--- config.mk ---
export PLATFORM = sky130hd
export DESIGN_NAME = apb_req_master
export DESIGN_NICKNAME = d
export VERILOG_FILES = /design/src/rtl/apb_req_master.sv
export SDC_FILE = /design/constraint.sdc
export NUM_CORES = 1
export LEC_CHECK = 0
export CAP_MARGIN = 40
export CORE_AREA = 2 2 125 127
export CTS_CLUSTER_DIAMETER = 40
export DETAILED_ROUTE_END_ITERATION = 8
export DIE_AREA = 0 0 127 129
export GPL_TIMING_DRIVEN = 1
export MAX_ROUTING_LAYER = met4
export PLACE_DENSITY_LB_ADDON = 0.12
export SYNTH_ARGS = -nofsm -noshare
export SYNTH_HDL_FRONTEND = slang
export SYNTH_SLANG_ARGS = --single-unit
--- constraint.sdc ---
create_clock -name HCLK -period 1.75 [get_ports HCLK]
set_clock_uncertainty 0.15 [all_clocks]
set_input_delay 0.175 -clock HCLK [delete_from_list [all_inputs] [get_ports HCLK]]
set_output_delay 0.175 -clock HCLK [all_outputs]
set_load 0.02 [all_outputs]
--- src/rtl/apb_req_master.sv ---
// -----------------------------------------------------------------------------
// apb_req_master
//
// Bridges a simple valid/ready command/response interface onto an APB master
// port. Only one transaction is in flight at a time: a command is accepted in
// IDLE, driven as a SETUP + ACCESS pair on APB, and its result is held in RESP
// until the response handshake completes.
//
// Optional feature (macro APB_REQ_MASTER_TIMEOUT_EN):
//   When defined, an ACCESS phase stalled by PREADY=0 for TIMEOUT_CYCLES
//   cycles is abandoned and reported as an error response with zero read data.
//   When undefined, ACCESS waits indefinitely and TIMEOUT_CYCLES is unused
//   apart from its range check.
//
// Parameters:
//   APB_ADDR_WIDTH  width of req_addr / PADDR (default 12)
//   TIMEOUT_CYCLES  stall-cycle limit for the optional timeout, 1..65535
//
// Ports:
//   HCLK, HRESETn       clock, synchronous active-low reset
//   req_valid/ready     command handshake
//   req_addr/wdata/write  command payload (byte address, write data, 1=write)
//   rsp_valid/ready     response handshake
//   rsp_rdata/err       response payload (read data or 0, error flag)
//   PADDR..PSLVERR      APB master port
// -----------------------------------------------------------------------------
module apb_req_master #(
  parameter int APB_ADDR_WIDTH = 12,
  parameter int TIMEOUT_CYCLES = 255
) (
  input  logic                      HCLK,
  input  logic                      HRESETn,
  input  logic                      req_valid,
  output logic                      req_ready,
  input  logic [APB_ADDR_WIDTH-1:0] req_addr,
  input  logic [31:0]               req_wdata,
  input  logic                      req_write,
  output logic                      rsp_valid,
  input  logic                      rsp_ready,
  output logic [31:0]               rsp_rdata,
  output logic                      rsp_err,
  output logic [APB_ADDR_WIDTH-1:0] PADDR,
  output logic [31:0]               PWDATA,
  output logic                      PWRITE,
  output logic                      PSEL,
  output logic                      PENABLE,
  input  logic [31:0]               PRDATA,
  input  logic                      PREADY,
  input  logic                      PSLVERR
);

  // Reject out-of-range limits at elaboration time.
  if (TIMEOUT_CYCLES < 1 || TIMEOUT_CYCLES > 65535) begin : g_bad_timeout
    $error("apb_req_master: TIMEOUT_CYCLES must be in 1..65535");
  end

  typedef enum logic [1:0] {
    IDLE,
    SETUP,
    ACCESS,
    RESP
  } state_t;

  state_t state;

`ifdef APB_REQ_MASTER_TIMEOUT_EN
  // Value of the stall counter in the ACCESS cycle that would make it reach
  // the limit; a stall in that cycle ends the access.
  localparam logic [15:0] TMO_LAST = 16'(TIMEOUT_CYCLES - 1);
  logic [15:0] tmo_cnt;
`endif

  // All outputs are registers updated together with the state, so each
  // output is a clean function of the state the FSM has just entered.
  // PADDR/PWDATA/PWRITE are loaded straight from the command on acceptance:
  // they serve as the latched copy and keep their last values outside
  // SETUP/ACCESS.
  always_ff @(posedge HCLK) begin
    // NOTE: state is assigned with <= so every register samples the values
    // from before this edge, regardless of statement order.
    if (!HRESETn) begin
      state     <= IDLE;
      req_ready <= 1'b1;
      rsp_valid <= 1'b0;
      rsp_rdata <= '0;
      rsp_err   <= 1'b0;
      PADDR     <= '0;
      PWDATA    <= '0;
      PWRITE    <= 1'b0;
      PSEL      <= 1'b0;
      PENABLE   <= 1'b0;
`ifdef APB_REQ_MASTER_TIMEOUT_EN
      tmo_cnt   <= '0;
`endif
    end else begin
      case (state)
        IDLE: begin
          if (req_valid) begin
            PADDR     <= req_addr;
            PWDATA    <= req_wdata;
            PWRITE    <= req_write;
            PSEL      <= 1'b1;
            req_ready <= 1'b0;
            state     <= SETUP;
          end
        end

        SETUP: begin
          PENABLE <= 1'b1;
          state   <= ACCESS;
`ifdef APB_REQ_MASTER_TIMEOUT_EN
          tmo_cnt <= '0;
`endif
        end

        ACCESS: begin
          if (PREADY) begin
            rsp_rdata <= PWRITE ? 32'h0 : PRDATA;
            rsp_err   <= PSLVERR;
            rsp_valid <= 1'b1;
            PSEL      <= 1'b0;
            PENABLE   <= 1'b0;
            state     <= RESP;
          end
`ifdef APB_REQ_MASTER_TIMEOUT_EN
          else begin
            tmo_cnt <= tmo_cnt + 16'd1;
            if (tmo_cnt == TMO_LAST) begin
              rsp_rdata <= 32'h0;
              rsp_err   <= 1'b1;
              rsp_valid <= 1'b1;
              PSEL      <= 1'b0;
              PENABLE   <= 1'b0;
              state     <= RESP;
            end
          end
`endif
        end

        RESP: begin
          if (rsp_ready) begin
            rsp_valid <= 1'b0;
            req_ready <= 1'b1;
            state     <= IDLE;
          end
        end

        default: begin
          state     <= IDLE;
          req_ready <= 1'b1;
          rsp_valid <= 1'b0;
          PSEL      <= 1'b0;
          PENABLE   <= 1'b0;
        end
      endcase
    end
  end

endmodule

==> results.md <==
* Yosys cell types at 36
* Initial antenna violation count at 0
* Part of the power in the clock network at 0.291
* CTS Buffer Depth at 2
* Post-Synth XOR/XNOR Area at 0
* Max-cap violation count at 0
* Remaining antenna violation count after routing at 0
* Power density cells at 1180 nW/um2
* I/O Buffers at roughly 160
* Ys async rst share at 0
* Gate power share at 0.364
* I/O pins at ~170
* Number of synthesized flops with an enable pin at 0
* Main synth FF type: dfxtp_1
* Worst path top cell family by delay: buffers and inverters
* Die area at between 15000 and 20000 um2
* Syn avg cell area at just over 9 um2
* Post-detail-place hpwl at a little under 8000 um
* Status: complete, no violations
* CTS tree: yes
* Largest family of logic cells by synthesized area: simple AND/OR/NAND/NOR gates
* Critical path fanouts, max at 2
* Worst Path Required at around 1.4 ns
* Core Region at approximately 15000 um2
* Area of the multi-input gates at 1740 um2
* Final setup violation count at 0
* Static leakage at approximately 0.0020 uW
* Total Nets Final at 650
* Post-Place Worst Slack at 0.0488 ns
* Setup ws final at approximately 0.11 ns
* Crit share post-route at 0.940
* Vias post-DR at 3372
* Achievable Freq at ~600 MHz
* Multiplexer share of the synthesized area at 0.00580
* Crit-path max cell delay at around 0.64 ns
* Final wirelength at 11100 um
* CP Class: reg -> out
* Register area at about 1700 um2
* Hold WC Path Type: in -> reg
* Post-CTS Setup Bufs at 0
* Largest net degree at the start of global routing at 50
* Peak VDD IR at about 0.7 mV
* Adder-cell area share of the yosys netlist at 0.0239
* Layout cell share with drive strength beyond 1 at 0.170
* Sw Share at 0.334
* Die width at 127 um
* Synthesized flop and latch total at 84
* Post-CTS sizing at 0
* Global-route wire length before repair at between 15000 and 20000 um
* Crit end category: primary output
* Mapped Cells at 402
* Total track usage at 0.141
* Critical Path Source Type: flip-flop
* Clock buffer count from CTS at 9
* GPL Wtd Cong at around 0.73
* Die height at about 130 um
* Initial core utilization at 0.245
* Fin crit period at ~1.6 ns
* Slowest CP cell: clkdlybuf4s50_1
* Int Pwr at approximately 4600 uW
* Final hold slack at about 0.23 ns
* Pre-Repair DR Iteration Count at 4
* Vias in the first global route at ~3400
* Area grow syn2layout at 58.7%
* Residual DRC count at 0
* Sequential share of the synthesized area at 0.458
* Clock Tree Root: clkbuf_16
* Row Count at between 40 and 50
* DRT iter0 DRCs at approximately 150
* Sequential share of power at 0.345
* CP Buf/Inv Count at 1
* Slew HR at 0.762
* Simple-gate share of the synthesized area at 0.257
* P_sw at 2290 uW
* Synth Cell Area at ~3700 um2
* Clk slew on worst S/H paths at approximately 0.070 ns
* Synth Area in Compound Gates at 0.187
* Drt wl/cell at 14.7 um
* H-tree lvl count at 3
* Vias/cell at 4.48
* CTS Hold Bufs at 0
* Synth Warn # at 0
* N_diodes at 0
* Gr ovfl total at 0
* Clk sinks at 84
* Worst skew pair latency at 0.34 ns
* Least-Margin Pin Slew at approximately 0.36 ns
* Arr. time, crit path at 1.32 ns
* Setup TNS at 0 ns
* Synthesized Nets at between 400 and 500
* Fillcell total at 1522
* Final hold vios at 0
* Unrepaired setup endpoints after global routing: no
* Final Max Tran Viols at 0
* Worst-path cell chain: clkdlybuf4s50_1
[cell families (layout without fill, tap and decap cells)]
family / count (synthesis) / after routing
adder cells (fa/ha/maj): 7 / 7
AND/OR/NAND/NOR: 184 / 184
multiplexers: 2 / 2
buffers and inverters: 36 / 199
flip-flops: 84 / 84
AO/OA/AOI/OAI: 89 / 89
[layout by cell type (no fill, tap or decap), drive strengths merged, types with 2 or more instances in the layout]
| cell type | count |
|---|---|
| a21oi | 52 |
| inv | 4 |
| nor2b | 5 |
| a21boi | 29 |
| nand3 | 5 |
| ha | 7 |
| nor3 | 3 |
| nand2 | 128 |
| buf | 16 |
| nor2 | 2 |
| o21ai | 2 |
| nand2b | 4 |
| clkdlybuf4s50 | 164 |
| nand4b | 32 |
| clkinvlp | 2 |
| dfxtp | 84 |
| clkbuf | 11 |
[power groups by stage]
stage          registers (uW)  logic [uW]  clock network [uW]
6_report                 2360        2500                2000
5_1_grt                  2400        2720                2150
4_1_cts                  2360        2530                2090
3_5_place_dp             2400        2520                   0
3_3_place_gp             2390        2520                   0
2_1_floorplan            2700        1220                   0
[tightest hold or removal path, stage by stage]
cell and delay, ns:
clkdlybuf4s50_1 0.40, nand2_1 0.06, a21oi_1 0.05
[synth_stat cells (3+ instances only)]
master	number	share of area
nand4b_1	32	0.076
a21oi_2	39	0.093
clkbuf_1	6	0.0061
nand3_1	5	0.0068
buf_2	16	0.022
nand2_1	113	0.12
a21boi_0	6	0.012
a21boi_1	23	0.047
nor3_1	3	0.0041
nand2b_1	4	0.0068
buf_4	5	0.010
a21oi_1	13	0.018
dfxtp_1	84	0.46
buf_8	3	0.012
nand2_2	15	0.026
ha_1	7	0.024
nor2b_1	5	0.0085
[sequential cells by signal (all words and copies together), names as in the netlist]
register and count:
PWDATA 32, PADDR 12, PSEL 1, PWRITE 1
rsp_valid 1, state 2, rsp_rdata 32, req_ready 1
rsp_err 1, PENABLE 1
[stage by stage]
stage                     std cells  total power [uW]  cell area, um2   util
after floorplan                 402              3920            3670      -
after global placement          737              4910            5500  0.368
after detailed placement        737              4920            5500  0.368
after CTS                       753              6980            5820  0.388
after global routing            753              7270            5820  0.389
final                           753              6860            5820  0.389
[area by class of cell]
class / count / area share
Clock buffer: 11 / 0.0434
Inverter: 3 / 0.00193
Sequential cell: 84 / 0.289
Tap cell: 188 / 0.0404
Timing Repair Buffer: 180 / 0.315
Multi-Input combinational cell: 282 / 0.300
Clock inverter: 5 / 0.0101
[metal layers]
metal	GRT usage	share of wire	wire length, um
met5	-	0	0
met4	0.0543	0.017	187
met3	0.0466	0.079	873
met2	0.210	0.43	4810
met1	0.178	0.47	5210
[final timing paths]
| kind | end | start | slack [ns] | cells after the start |
|---|---|---|---|---|
| worst max-delay path | rsp_rdata[3] | rsp_rdata[3] | 0.11 | 1 |
| worst min-delay path | PWDATA[1] | req_wdata[1] | 0.23 | 3 |
| worst max register to register | req_ready | state[0] | 0.15 | 6 |
| worst min register to register | rsp_rdata[13] | rsp_rdata[13] | 0.30 | 2 |
Note: power is estimated with default switching activity, not from simulation.
